--- src/rtl/cpu_run_ctrl_pkg.sv ---
// Shared encodings for the CPU run-control block: FSM states, host command opcodes, stop causes.
package cpu_run_ctrl_pkg;

  typedef enum logic [1:0] {
    ST_RESET = 2'd0,
    ST_IDLE  = 2'd1,
    ST_RUN   = 2'd2
  } run_state_t;

  localparam logic [1:0] OP_RESET = 2'b00;
  localparam logic [1:0] OP_RUN   = 2'b01;
  localparam logic [1:0] OP_STEP  = 2'b10;
  localparam logic [1:0] OP_STOP  = 2'b11;

  localparam logic [1:0] CAUSE_NONE   = 2'd0;
  localparam logic [1:0] CAUSE_BUDGET = 2'd1;
  localparam logic [1:0] CAUSE_CPU    = 2'd2;
  localparam logic [1:0] CAUSE_HOST   = 2'd3;

endpackage

--- src/rtl/run_budget_counter.sv ---
// Loadable down-counter holding the remaining RUN budget minus one; zero means the current
// RUN cycle is the last one the budget allows. Saturates at zero.
module run_budget_counter #(
  parameter int CNT_W = 32
) (
  input  logic             clk,
  input  logic             rst,
  input  logic             load,
  input  logic [CNT_W-1:0] load_val,
  input  logic             dec,
  output logic             zero
);

  logic [CNT_W-1:0] cnt_q, cnt_d;

  always_comb begin
    cnt_d = cnt_q;
    if (load) begin
      cnt_d = load_val;
    end else if (dec && (cnt_q != '0)) begin
      cnt_d = cnt_q - CNT_W'(1);
    end
  end

  always_ff @(posedge clk or posedge rst) begin
    if (rst) begin
      cnt_q <= '0;
    end else begin
      cnt_q <= cnt_d;
    end
  end

  assign zero = (cnt_q == '0);

endmodule

--- src/rtl/cpu_run_ctrl.sv ---
// Run-control front end for single_cycle_cpu: sequences CPU reset, gates execution via halt.
// Macro CPU_RUN_CTRL_BUDGET_EN enables the RUN cycle budget; otherwise RUN is unlimited.
module cpu_run_ctrl
  import cpu_run_ctrl_pkg::*;
#(
  parameter int CNT_W      = 32,
  parameter int RST_CYCLES = 4
) (
  input  logic             clk,
  input  logic             rst,
  input  logic             cmd_valid,
  output logic             cmd_ready,
  input  logic [1:0]       cmd_op,
  input  logic [CNT_W-1:0] cmd_arg,
  input  logic             cpu_stop_req,
  output logic             cpu_rst,
  output logic             cpu_halt,
  output logic [1:0]       state,
  output logic [CNT_W-1:0] cycle_cnt,
  output logic             done,
  output logic [1:0]       done_cause
);

  localparam int RCW = (RST_CYCLES > 1) ? $clog2(RST_CYCLES) : 1;
  localparam logic [RCW-1:0] RST_LAST = RCW'(RST_CYCLES - 1);

  run_state_t       state_q, state_d;
  logic [RCW-1:0]   rcnt_q, rcnt_d;
  logic [CNT_W-1:0] cnt_q, cnt_d;
  logic             done_q, done_d;
  logic [1:0]       cause_q, cause_d;
  logic             cmd_ready_q, cmd_ready_d;
  logic             cpu_rst_q, cpu_rst_d;
  logic             cpu_halt_q, cpu_halt_d;
  logic             accept, load_run, load_step, budget_exp;

  assign accept = cmd_valid && cmd_ready_q;

  always_comb begin
    state_d   = state_q;
    rcnt_d    = rcnt_q;
    cnt_d     = cnt_q;
    done_d    = 1'b0;
    cause_d   = cause_q;
    load_run  = 1'b0;
    load_step = 1'b0;
    unique case (state_q)
      ST_RESET: begin
        cnt_d = '0;
        if (rcnt_q == RST_LAST) begin
          state_d = ST_IDLE;
        end else begin
          rcnt_d = rcnt_q + RCW'(1);
        end
      end
      ST_IDLE: begin
        if (accept) begin
          cause_d = CAUSE_NONE;
          unique case (cmd_op)
            OP_RESET: begin
              state_d = ST_RESET;
              rcnt_d  = '0;
              cnt_d   = '0;
            end
            OP_RUN: begin
              state_d  = ST_RUN;
              load_run = 1'b1;
            end
            OP_STEP: begin
              state_d   = ST_RUN;
              load_step = 1'b1;
            end
            default: ;
          endcase
        end
      end
      ST_RUN: begin
        // RESET outranks every other exit and suppresses the done pulse.
        if (accept && (cmd_op == OP_RESET)) begin
          state_d = ST_RESET;
          rcnt_d  = '0;
          cnt_d   = '0;
          cause_d = CAUSE_NONE;
        end else begin
          cnt_d = cnt_q + CNT_W'(1);
          if (cpu_stop_req) begin
            state_d = ST_IDLE;
            done_d  = 1'b1;
            cause_d = CAUSE_CPU;
          end else if (budget_exp) begin
            state_d = ST_IDLE;
            done_d  = 1'b1;
            cause_d = CAUSE_BUDGET;
          end else if (accept && (cmd_op == OP_STOP)) begin
            state_d = ST_IDLE;
            done_d  = 1'b1;
            cause_d = CAUSE_HOST;
          end
        end
      end
      default: begin
        state_d = ST_RESET;
        rcnt_d  = '0;
        cnt_d   = '0;
      end
    endcase
    cmd_ready_d = (state_d != ST_RESET);
    cpu_rst_d   = (state_d == ST_RESET);
    cpu_halt_d  = (state_d != ST_RUN);
  end

`ifdef CPU_RUN_CTRL_BUDGET_EN
  // Counter holds budget-1 so its zero flag marks the final RUN cycle; lim_q=0 means unlimited.
  logic             lim_q, lim_d, bud_zero;
  logic [CNT_W-1:0] bud_load_val;

  assign bud_load_val = load_run ? (cmd_arg - CNT_W'(1)) : '0;

  always_comb begin
    lim_d = lim_q;
    if (load_run) begin
      lim_d = (cmd_arg != '0);
    end else if (load_step) begin
      lim_d = 1'b1;
    end
  end

  always_ff @(posedge clk or posedge rst) begin
    if (rst) begin
      lim_q <= 1'b0;
    end else begin
      lim_q <= lim_d;
    end
  end

  run_budget_counter #(.CNT_W(CNT_W)) u_budget (
    .clk      (clk),
    .rst      (rst),
    .load     (load_run | load_step),
    .load_val (bud_load_val),
    .dec      (state_q == ST_RUN),
    .zero     (bud_zero)
  );

  assign budget_exp = lim_q && bud_zero;
`else
  logic step_q, step_d;
  logic unused_arg;

  assign unused_arg = ^cmd_arg;

  always_comb begin
    step_d = step_q;
    if (load_step) begin
      step_d = 1'b1;
    end else if (load_run) begin
      step_d = 1'b0;
    end
  end

  always_ff @(posedge clk or posedge rst) begin
    if (rst) begin
      step_q <= 1'b0;
    end else begin
      step_q <= step_d;
    end
  end

  assign budget_exp = step_q;
`endif

  always_ff @(posedge clk or posedge rst) begin
    if (rst) begin
      state_q     <= ST_RESET;
      rcnt_q      <= '0;
      cnt_q       <= '0;
      done_q      <= 1'b0;
      cause_q     <= CAUSE_NONE;
      cmd_ready_q <= 1'b0;
      cpu_rst_q   <= 1'b1;
      cpu_halt_q  <= 1'b1;
    end else begin
      state_q     <= state_d;
      rcnt_q      <= rcnt_d;
      cnt_q       <= cnt_d;
      done_q      <= done_d;
      cause_q     <= cause_d;
      cmd_ready_q <= cmd_ready_d;
      cpu_rst_q   <= cpu_rst_d;
      cpu_halt_q  <= cpu_halt_d;
    end
  end

  assign state      = state_q;
  assign cycle_cnt  = cnt_q;
  assign done       = done_q;
  assign done_cause = cause_q;
  assign cmd_ready  = cmd_ready_q;
  assign cpu_rst    = cpu_rst_q;
  assign cpu_halt   = cpu_halt_q;

endmodule

--- config.mk ---
export PLATFORM = sky130hd
export DESIGN_NAME = cpu_run_ctrl
export DESIGN_NICKNAME = d
export VERILOG_FILES = /design/src/rtl/cpu_run_ctrl_pkg.sv /design/src/rtl/run_budget_counter.sv /design/src/rtl/cpu_run_ctrl.sv
export SDC_FILE = /design/constraint.sdc
export NUM_CORES = 1
export LEC_CHECK = 0
export ABC_AREA = 1
export BUFFER_PORTS_ARGS = -buffer_cell sky130_fd_sc_hd__buf_4
export CORE_UTILIZATION = 56
export DETAILED_ROUTE_END_ITERATION = 8
export GPL_TIMING_DRIVEN = 0
export PLACE_DENSITY = 0.82
export REMOVE_ABC_BUFFERS = 1
export SETUP_SLACK_MARGIN = 0.4
export SLEW_MARGIN = 20
export SYNTH_ARGS = -nofsm -noshare
export SYNTH_HDL_FRONTEND = slang
export SYNTH_SLANG_ARGS = --single-unit
--- constraint.sdc ---
create_clock -name clk -period 3.4 [get_ports clk]
set_input_delay 0.51 -clock clk [delete_from_list [all_inputs] [get_ports clk]]
set_output_delay 0.51 -clock clk [all_outputs]
set_load 0.02 [all_outputs]
==> results.txt, run 1 <==
CTS tree: built
Max Cap Viol: 0
Maximum net fanout on the critical path: 4
Setup repair after global routing missed its margin: no
Number of buffers added to fix hold violations after cts: 0
Post-CTS Setup Inserts: 0
Peak supply drop: 0.439 mV
Distinct cells, synth: 34
Synthesized instance count: 363
Number of cells in the finished layout apart from fillers: 465
Pin count of the biggest net entering global routing: 30
Clock-pin transition on the worst setup and hold timing paths: 80 ps
Gr usage total: 0.271
Final total negative setup slack: 0 ps
Count of vias placed by the detailed router: 2522
Total cell area at the placement stage: 0.00303 sq mm
Placed Cells: 457
Launching element type of the critical path: flip-flop
Pwr per Cell Area: 417 mW/mm^2
Static leakage: 1.36 nW
Wire length after detailed routing: 6.26 mm
Slew @ Worst Pin: 340 ps
Wire length of the first global-routing pass: 10.6 mm
Clock tree root buffer cell: clkbuf_8
Clock sink count: 43
Number of global-route vias before repair: 2354
First-iteration detailed-routing DRC count: 233
Min setup slack post-route: 1700 ps
DRC errors left: 0
Core Rows: 24
Worst clock skew: 6.55 ps
Seq cells post-synth: 43
Portion of the post-synthesis area used by sequential elements: 0.406
Remaining antenna violation count after routing: 0
Initial DRT Pass Iterations: 6
Worst Setup End Kind: flip-flop
H-tree levels: 2
Mapped Area: 0.00266 sq mm
Quantity of gates resized following cts: 0
Number of antenna violations at the first check in global routing: 0
Number of hold violations in the final report: 0
Sum of net half-perimeters after detailed placement: 4.69 mm
Post-synthesis average cell area: 7.32 sq um
I/O Pins: 78
Setup Viol. Count Final: 0
Count of buffers inserted at the top-level ports: 45
Final slew viol count: 0
Routability cong.: 0.903
Die span in y: 70.9 microns
Synthesis Warnings: 0
Post-synthesis to final-layout area growth: 17.0%
Class of the most critical setup path: reg2reg
WHS: 165 ps
Inserted Clock Buffers: 5
Total design power: 1.30 mW
Worst min-delay path category: in2async
Net count, final: 457
Overall die width: 70.9 microns
Avg WL per Cell: 13.5 microns
Worst endpoint required time: 3590 ps
Fmax: 0.588 GHz
Number of vias per cell after detailed routing: 5.42
Total congestion overflow after global routing: 0
Post-Layout Inst Area: 0.00311 sq mm
Min Clock Period, post-route: 1700 ps
Reg2reg setup slack: 1700 ps
Fraction of layout cells with a size suffix above 1: 0.223
Core Area: 0.00444 sq mm
Count of antenna diodes in the layout: 0
Clock latency reported for the late side of the worst-skew pair: 300 ps
Worst Setup Slack post-DPL: 1450 ps
Run status: finished, final reports clean
Clock Tree Buf Depth: 2
Area of the die: 0.00503 sq mm
Worst max-slew margin expressed relative to the limit: 0.773
Initial standard-cell utilization of the core: 0.598
Final worst path period share: 0.500
Crit path DAT: 1890 ps
End-of-flow core utilization: 0.700
worst max-delay path, stage by stage, from the launching register on:
cell     delay, ps
dfrtp_1        400
ha_1           210
nand2_1        100
nor2_2         200
nand2_1         90
nor2_1         250
nand2_1         80
nand2_1         60
nand2_1         50
o21ai_1         80
inv_1           60
cells in the mapped netlist:
cell	number	area (sq um)
nand2_1	102	383
nor2_1	58	218
dfrtp_1	41	1030
inv_1	33	124
nand3_1	24	120
a21oi_1	23	115
o21ai_0	13	65.1
nor2_2	8	50.1
ha_1	7	87.6
nand2_2	7	43.8
a21oi_2	5	43.8
nor2_4	5	56.3
nand2_4	4	45.0
nor3_1	4	20.0
o21ai_1	4	20.0
inv_2	3	11.3
and2_1	2	12.5
dfstp_2	2	52.6
nand4_1	2	12.5
xor2_1	2	17.5
a21o_1	1	7.51
a22o_1	1	8.76
buf_12	1	20.0
buf_2	1	5.00
buf_6	1	11.3
buf_8	1	15.0
clkinv_4	1	8.76
inv_4	1	6.26
nand3_2	1	10.0
nand3b_1	1	7.51
nor3_2	1	10.0
o21ai_2	1	8.76
o22ai_1	1	6.26
xnor2_1	1	8.76
cell families after synthesis:
group,share of synthesized area
buffers and inverters,0.0758
and+or+nand+nor,0.372
xor gates and xnor gates,0.00989
adders and majority gates,0.0330
DFF,0.406
AOI/OAI and AO/OA,0.104
layout make-up:
class / instances / area, sq um
inverters: 38 / 150
clock inverters: 1 / 5.00
well taps: 52 / 65.1
flip-flops and latches: 43 / 1080
repair buffers: 46 / 358
clock buffers: 7 / 76.3
multi-input cells: 278 / 1380
fillers: 387 / 1330
layer usage:
layer	share of wire	vias to the layer above	GRT usage
li1	-	1249	-
met1	0.44	1189	0.345
met2	0.50	78	0.468
met3	0.057	6	0.0541
met4	0.012	0	0.0800
met5	0	-	0
cells in the final DEF, fill, tap and decap left out, drive strengths merged:
cell    instances
nor2           71
nand2         113
nand3          25
nand3b          1
xnor2           1
dfstp           2
o22ai           1
buf            46
clkbuf          7
nand4           2
a21oi          28
o21ai          18
xor2            2
a21o            1
and2            2
clkinv          2
dfrtp          41
ha              7
nor3            5
inv            37
a22o            1
state kept, by name (all words and copies together) (netlist names):
name / count
rcnt_q: 2
cpu_rst: 1
done: 1
done_cause: 2
budget_exp: 1
cpu_halt: 1
cycle_cnt: 32
cmd_ready: 1
state: 2
where the power goes:
part           internal (mW)  switching [mW]  leakage (nW)
sequential             0.561          0.0295         0.583
combinational          0.117           0.269         0.736
clock                  0.144           0.175        0.0422
total                  0.822           0.474          1.36
final timing paths:
path	startpoint	endpoint	depth (start not counted)
max	cycle_cnt[1]	cycle_cnt[22]	10
min	rst	cycle_cnt[2]	2
max reg2reg	cycle_cnt[1]	cycle_cnt[22]	10
min reg2reg	cycle_cnt[6]	cycle_cnt[6]	1
max in group asynchronous	rst	cpu_halt	3
min in group clk	cpu_stop_req	done_cause[0]	4
Power figures use the tool's default switching activity.
==> run 2, diff against run 1 <==
--- a/config.mk
+++ b/config.mk
@@ -5,12 +5,12 @@
 export SDC_FILE = /design/constraint.sdc
 export NUM_CORES = 1
 export LEC_CHECK = 0
-export ABC_AREA = 1
+export ABC_AREA = 0
 export BUFFER_PORTS_ARGS = -buffer_cell sky130_fd_sc_hd__buf_4
-export CORE_UTILIZATION = 56
+export CORE_UTILIZATION = 46
 export DETAILED_ROUTE_END_ITERATION = 8
 export GPL_TIMING_DRIVEN = 0
-export PLACE_DENSITY = 0.82
+export PLACE_DENSITY = 0.74
 export REMOVE_ABC_BUFFERS = 1
 export SETUP_SLACK_MARGIN = 0.4
 export SLEW_MARGIN = 20
==> constraint.sdc (replaced) <==
create_clock -name clk -period 1.5 [get_ports clk]
set_input_delay 0.225 -clock clk [delete_from_list [all_inputs] [get_ports clk]]
set_output_delay 0.225 -clock clk [all_outputs]
set_load 0.02 [all_outputs]
==> run 2 against run 1 <==
Utilization increased by 18 points; final area rose by 37%; flip-flop and latch count stayed put; highest routed layer unchanged; sequential share of layout area decreased by 8.8 points; the flow now finishes with violations (negative setup slack); clock power rose to 2.6 times the previous value; largest cell class unchanged; area after synthesis decreased by 10%; die area is 8.9% higher; critical path type unchanged; sequential power is 150% higher; worst setup slack got worse by 2000 ps; maximum frequency fell by 5.6%.
==> results.txt, run 2 <==
Hold Path Cell Cnt: 3
Fraction of layout cells with a size suffix above 1: 0.589
Violations in the final reports: negative setup slack
Worst Setup Slack post-DPL: -823 ps
Max Cap Viol: 0
Commonest non-fill, non-tap cell in the layout: buf_6
Pin count of the biggest net entering global routing: 32
Post-synthesis average cell area: 9.38 sq um
Clock sink count: 43
Wire length of the first global-routing pass: 13.1 mm
Final total negative setup slack: -3860 ps
Most numerous cell in the Yosys netlist: dfrtp_1
Core Rows: 25
Number of global-route vias before repair: 2672
Count of vias placed by the detailed router: 3135
Share of async-settable or async-resettable flops after synthesis: 1.00
Clock-pin transition on the worst setup and hold timing paths: 100 ps
Seq cells post-synth: 43
Post-synthesis to final-layout area growth: 78.7%
Inserted Clock Buffers: 5
Mapped Area: 0.00238 sq mm
Worst min-delay path category: in2reg
Worst Setup End Kind: flip-flop
Static leakage: 1.99 nW
Routability cong.: 0.764
Number of vias per cell after detailed routing: 6.80
Core Area: 0.00485 sq mm
Area of the die: 0.00547 sq mm
Net switching fraction of the power: 0.395
I/O Pins: 78
Initial standard-cell utilization of the core: 0.491
Class of the most critical setup path: reg2reg
Setup Viol. Count Final: 29
Wire length after detailed routing: 11.1 mm
Portion of the post-synthesis area used by sequential elements: 0.453
Number of cells traversed by the worst register-to-register path: 6
EDFF count, synth: 0
Setup repair after global routing missed its margin: yes
Count of antenna diodes in the layout: 0
Worst endpoint required time: 1750 ps
Clock Tree Buf Depth: 2
Maximum net fanout on the critical path: 5
Post-Layout Inst Area: 0.00426 sq mm
Total congestion overflow after global routing: 0
Final worst path period share: 1.20
Comb pwr share: 0.499
Fmax: 0.555 GHz
Launching element type of the critical path: flip-flop
Slew @ Worst Pin: 322 ps
H-tree levels: 2
Net count, final: 438
Most area-hungry cell type in the Yosys netlist: dfrtp_1
Sum of net half-perimeters after detailed placement: 3.67 mm
Peak supply drop: 1.41 mV
Final slew viol count: 0
WHS: 298 ps
Worst max-slew margin expressed relative to the limit: 0.783
Total design power: 4.61 mW
Switching power summed over all nets: 1.82 mW
Fraction of post-synthesis cell area in the top cell type by area: 0.431
Number of hold violations in the final report: 0
Synth area leaders: dfrtp_1 43%, o21ai_0 4.8%, nand4_1 4.7%, nand2_1 4.4%, ha_1 3.7%
First-iteration detailed-routing DRC count: 428
Pwr per Cell Area: 1080 mW/mm^2
CTS tree: built
Die span in y: 74.0 microns
Overall die width: 74.0 microns
Distinct cells, synth: 50
Total cell area at the placement stage: 0.00276 sq mm
Cell-internal power: 2.79 mW
Synthesis Warnings: 0
Number of flip-flops under the largest register name: 32
Reg power frac: 0.318
Run status: finished, violations left
Min setup slack post-route: -301 ps
Clock power share: 0.183
Primary FF master, synth: dfrtp_1
Min Clock Period, post-route: 1800 ps
DRC errors left: 0
Leading post-synthesis cells by instance count: 41 x dfrtp_1, 28 x nand2_1, 23 x o21ai_0
Number of antenna violations at the first check in global routing: 0
Gr usage total: 0.322
Count of buffers inserted at the top-level ports: 45
Initial DRT Pass Iterations: 6
Commonest non-fill, non-tap cells in the layout: 71 x buf_6, 64 x buf_4, 24 x dfrtp_1
Worst clock skew: 19.1 ps
Avg WL per Cell: 24.1 microns
Crit path DAT: 2050 ps
Synthesized instance count: 254
Clock latency reported for the late side of the worst-skew pair: 310 ps
Clock tree root buffer cell: clkbuf_8
Remaining antenna violation count after routing: 0
[run 2: changes by cell type in the layout (fill, tap and decap cells not counted), moves of 19 or more]
cell and change:
inv_1 -24, nand2_1 -82, nand3_1 -20, a21oi_1 -20, nor2_1 -54, buf_4 +19, buf_6 +71
[run 2: cells by family after synthesis]
family                     after synthesis  share of synthesized area
buffers and inverters                   25                     0.0462
DFF                                     43                      0.453
and+or+nand+nor                         98                      0.245
AOI/OAI and AO/OA                       78                      0.208
adders and majority gates                7                     0.0368
muxes                                    1                    0.00420
xor gates and xnor gates                 2                    0.00735
[run 2: path summary, 6_finish.rpt]
kind / startpoint / end / slack (ps)
max in group asynchronous: rst / cycle_cnt[12] / 540
min in group asynchronous: rst / rcnt_q[1] / 450
worst min register to register: cycle_cnt[31] / cycle_cnt[31] / 520
worst max register to register: cycle_cnt[8] / cycle_cnt[28] / -300
worst max-delay path: cycle_cnt[8] / cycle_cnt[28] / -300
worst min-delay path: cpu_stop_req / done_cause[0] / 300
[run 2: cell type report]
| cell class | instances | area [sq um] |
|---|---|---|
| multi-input cells | 193 | 1600 |
| repair buffers | 139 | 1340 |
| flip-flops and latches | 43 | 1100 |
| fillers | 214 | 591 |
| clock buffers | 8 | 100 |
| well taps | 67 | 83.8 |
| inverters | 11 | 41.3 |
[run 2: through the flow]
step | util | cells
6_report | 0.878 | 461
5_1_grt | 0.878 | 461
4_1_cts | 0.766 | 425
3_5_place_dp | 0.568 | 353
3_3_place_gp | 0.564 | 352
2_1_floorplan | - | 240
[run 2: per-layer routing]
| layer | vias up | global-route usage | wire (microns) |
|---|---|---|---|
| met4 | 0 | 0.186 | 778 |
| met3 | 88 | 0.0691 | 1150 |
| li1 | 1252 | - | - |
| met1 | 1517 | 0.384 | 4050 |
| met2 | 278 | 0.540 | 5150 |
| met5 | - | 0 | 0 |
[run 2: worst max-delay path, cell delays in order (launching register included)]
cell,delay [ps]
dfrtp_1,440
nand4_1,240
nor4_4,220
buf_4,210
nand3_4,110
or4_1,420
nand3_1,110
[run 2: what timing repair did]
action	CTS	global route
setup endpoints to repair	78	81
pin swaps	32	24
cloned	8	0
setup buffers	55	36
hold buffers	1	0
hold endpoints to repair	10	0
resized for setup	113	69
[run 2: power groups by stage]
stage / clock (mW) / sequential, mW / combinational (mW)
floorplan: 0 / 1.50 / 0.514
global placement: 0 / 1.42 / 0.877
finish: 0.845 / 1.47 / 2.30
detailed placement: 0 / 1.43 / 0.917
CTS: 0.832 / 1.42 / 1.69
global route: 0.870 / 1.47 / 2.34
==> run 3, diff against run 2 <==
--- a/config.mk
+++ b/config.mk
@@ -11,6 +11,7 @@
 export DETAILED_ROUTE_END_ITERATION = 8
 export GPL_TIMING_DRIVEN = 0
 export PLACE_DENSITY = 0.74
+export RECOVER_POWER = 50
 export REMOVE_ABC_BUFFERS = 1
 export SETUP_SLACK_MARGIN = 0.4
 export SLEW_MARGIN = 20
==> run 3 against run 2 <==
The run still ends with negative setup slack left; combinational power hardly changed; total power shrank 0.74%; maximum frequency is essentially flat; clock power shrank 0.6%; register-to-register slack about the same; count of clock-buffer cells in the layout stayed put; worst hold slack improved by 2.8 ps.
==> results.txt, run 3 (synthesized netlist as in run 2, its figures left out) <==
Total congestion overflow after global routing: 0
Cell-internal power: 2.77 mW
Inserted Clock Buffers: 5
Gr usage total: 0.322
Worst Setup Slack post-DPL: -823 ps
Clock power share: 0.183
Number of global-route vias before repair: 2672
Wire length after detailed routing: 11.1 mm
Count of vias placed by the detailed router: 3114
Sequential standard cell area: 0.00110 sq mm
Initial DRT Pass Iterations: 6
Count of buffers inserted at the top-level ports: 45
Commonest non-fill, non-tap cells in the layout: 68 x buf_6, 61 x buf_4, 24 x dfrtp_1
Reg power frac: 0.320
Wire length of the first global-routing pass: 13.1 mm
Routability cong.: 0.764
H-tree levels: 2
Switching power summed over all nets: 1.81 mW
Met1 Usage GRT: 0.384
Min Clock Period, post-route: 1800 ps
First-iteration detailed-routing DRC count: 452
Net count, final: 438
Slew @ Worst Pin: 524 ps
Worst max-slew margin expressed relative to the limit: 0.651
Final worst path period share: 1.20
Met3 track demand over resource in global routing: 0.0691
Final slew viol count: 0
Number of vias per cell after detailed routing: 6.75
End-of-flow core utilization: 0.869
Worst Setup End Kind: flip-flop
Comb pwr share: 0.496
Min setup slack post-route: -300 ps
Final total negative setup slack: -3760 ps
Launching element type of the critical path: flip-flop
Static leakage: 1.96 nW
Count of antenna diodes in the layout: 0
Pin count of the biggest net entering global routing: 32
Number of antenna violations at the first check in global routing: 0
Die span in y: 74.0 microns
I/O Pins: 78
Setup Viol. Count Final: 29
CTS tree: built
Class of the most critical setup path: reg2reg
Maximum net fanout on the critical path: 5
Placed Cells: 353
Clock latency reported for the late side of the worst-skew pair: 310 ps
Clock-pin transition on the worst setup and hold timing paths: 100 ps
Area of the die: 0.00547 sq mm
Clock sink count: 43
Number of hold violations in the final report: 0
Core Area: 0.00485 sq mm
Initial standard-cell utilization of the core: 0.491
Avg WL per Cell: 24.0 microns
Post-synthesis to final-layout area growth: 76.8%
Sum of net half-perimeters after detailed placement: 3.67 mm
Worst r2r src: cycle_cnt[8]
Setup repair after global routing missed its margin: yes
Core Rows: 25
HP Start: cpu_stop_req
Run status: finished, violations left
Max Cap Viol: 0
Multi-input logic area: 0.00160 sq mm
Number of flip-flops under the largest register name: 32
Net switching fraction of the power: 0.394
Clock tree root buffer cell: clkbuf_8
Remaining antenna violation count after routing: 0
Fill cell total of the finished layout: 224
Violations in the final reports: negative setup slack
Clock Tree Buf Depth: 2
Fmax: 0.556 GHz
Fraction of layout cells with a size suffix above 1: 0.571
Pwr per Cell Area: 1090 mW/mm^2
Peak supply drop: 1.41 mV
Overall die width: 74.0 microns
Crit path DAT: 2040 ps
Number of cells in the finished layout apart from fillers: 461
Worst endpoint required time: 1740 ps
DRC errors left: 0
Crit path launch: cycle_cnt[8]
Worst min-delay path category: in2reg
Met2 Use GR: 0.540
Busiest layer in global routing: met2
Worst clock skew: 19.0 ps
Commonest non-fill, non-tap cell in the layout: buf_6
[run 3: layer usage]
layer,wire (microns),share of wire,vias to the layer above
met4,816,0.074,0
met2,5040,0.46,297
met5,0,0,-
li1,-,-,1247
met3,1290,0.12,93
met1,3940,0.36,1477
[run 3: critical path: stages (launching register included)]
cell and delay, ps:
dfrtp_1 440, nand4_1 240, nor4_4 220, buf_4 210, nand3_4 100, or4_1 420, nand3_1 120
[run 3: through the flow]
step,area [sq um],total power [mW],hold slack (ps)
final,4210,4.58,300
after global placement,2740,2.30,475
after detailed placement,2760,2.34,199
after CTS,3710,3.94,206
after global routing,4210,4.66,323
after floorplan,2310,2.01,442
[run 3: worst paths after layout]
path	to	slack, ps	cells after the start
max	cycle_cnt[28]	-300	6
min in group asynchronous	rcnt_q[1]	540	3
max reg2reg	cycle_cnt[28]	-300	6
max in group asynchronous	cycle_cnt[12]	110	4
min	done_cause[0]	300	3
min reg2reg	cycle_cnt[31]	510	1
[run 3: repair_timing]
item,in CTS,in global routing
gates resized for setup,113,69
endpoints found under the hold margin,10,0
gates cloned,8,0
endpoints found under the setup margin,78,81
pin swaps,32,24
hold buffers,1,0
setup buffers,55,36
[run 3: area by class of cell]
type | count | area share
Clock buffer | 8 | 0.0238
Inverter | 11 | 0.00980
Multi-Input combinational cell | 193 | 0.379
Sequential cell | 43 | 0.261
Tap cell | 67 | 0.0199
Timing Repair Buffer | 139 | 0.306
[run 3: power by group through the flow]
stage,combinational [mW],clock (mW),sequential (mW)
3_5_place_dp,0.917,0,1.43
3_3_place_gp,0.877,0,1.42
2_1_floorplan,0.514,0,1.50
5_1_grt,2.32,0.870,1.47
6_report,2.27,0.840,1.47
4_1_cts,1.69,0.832,1.42
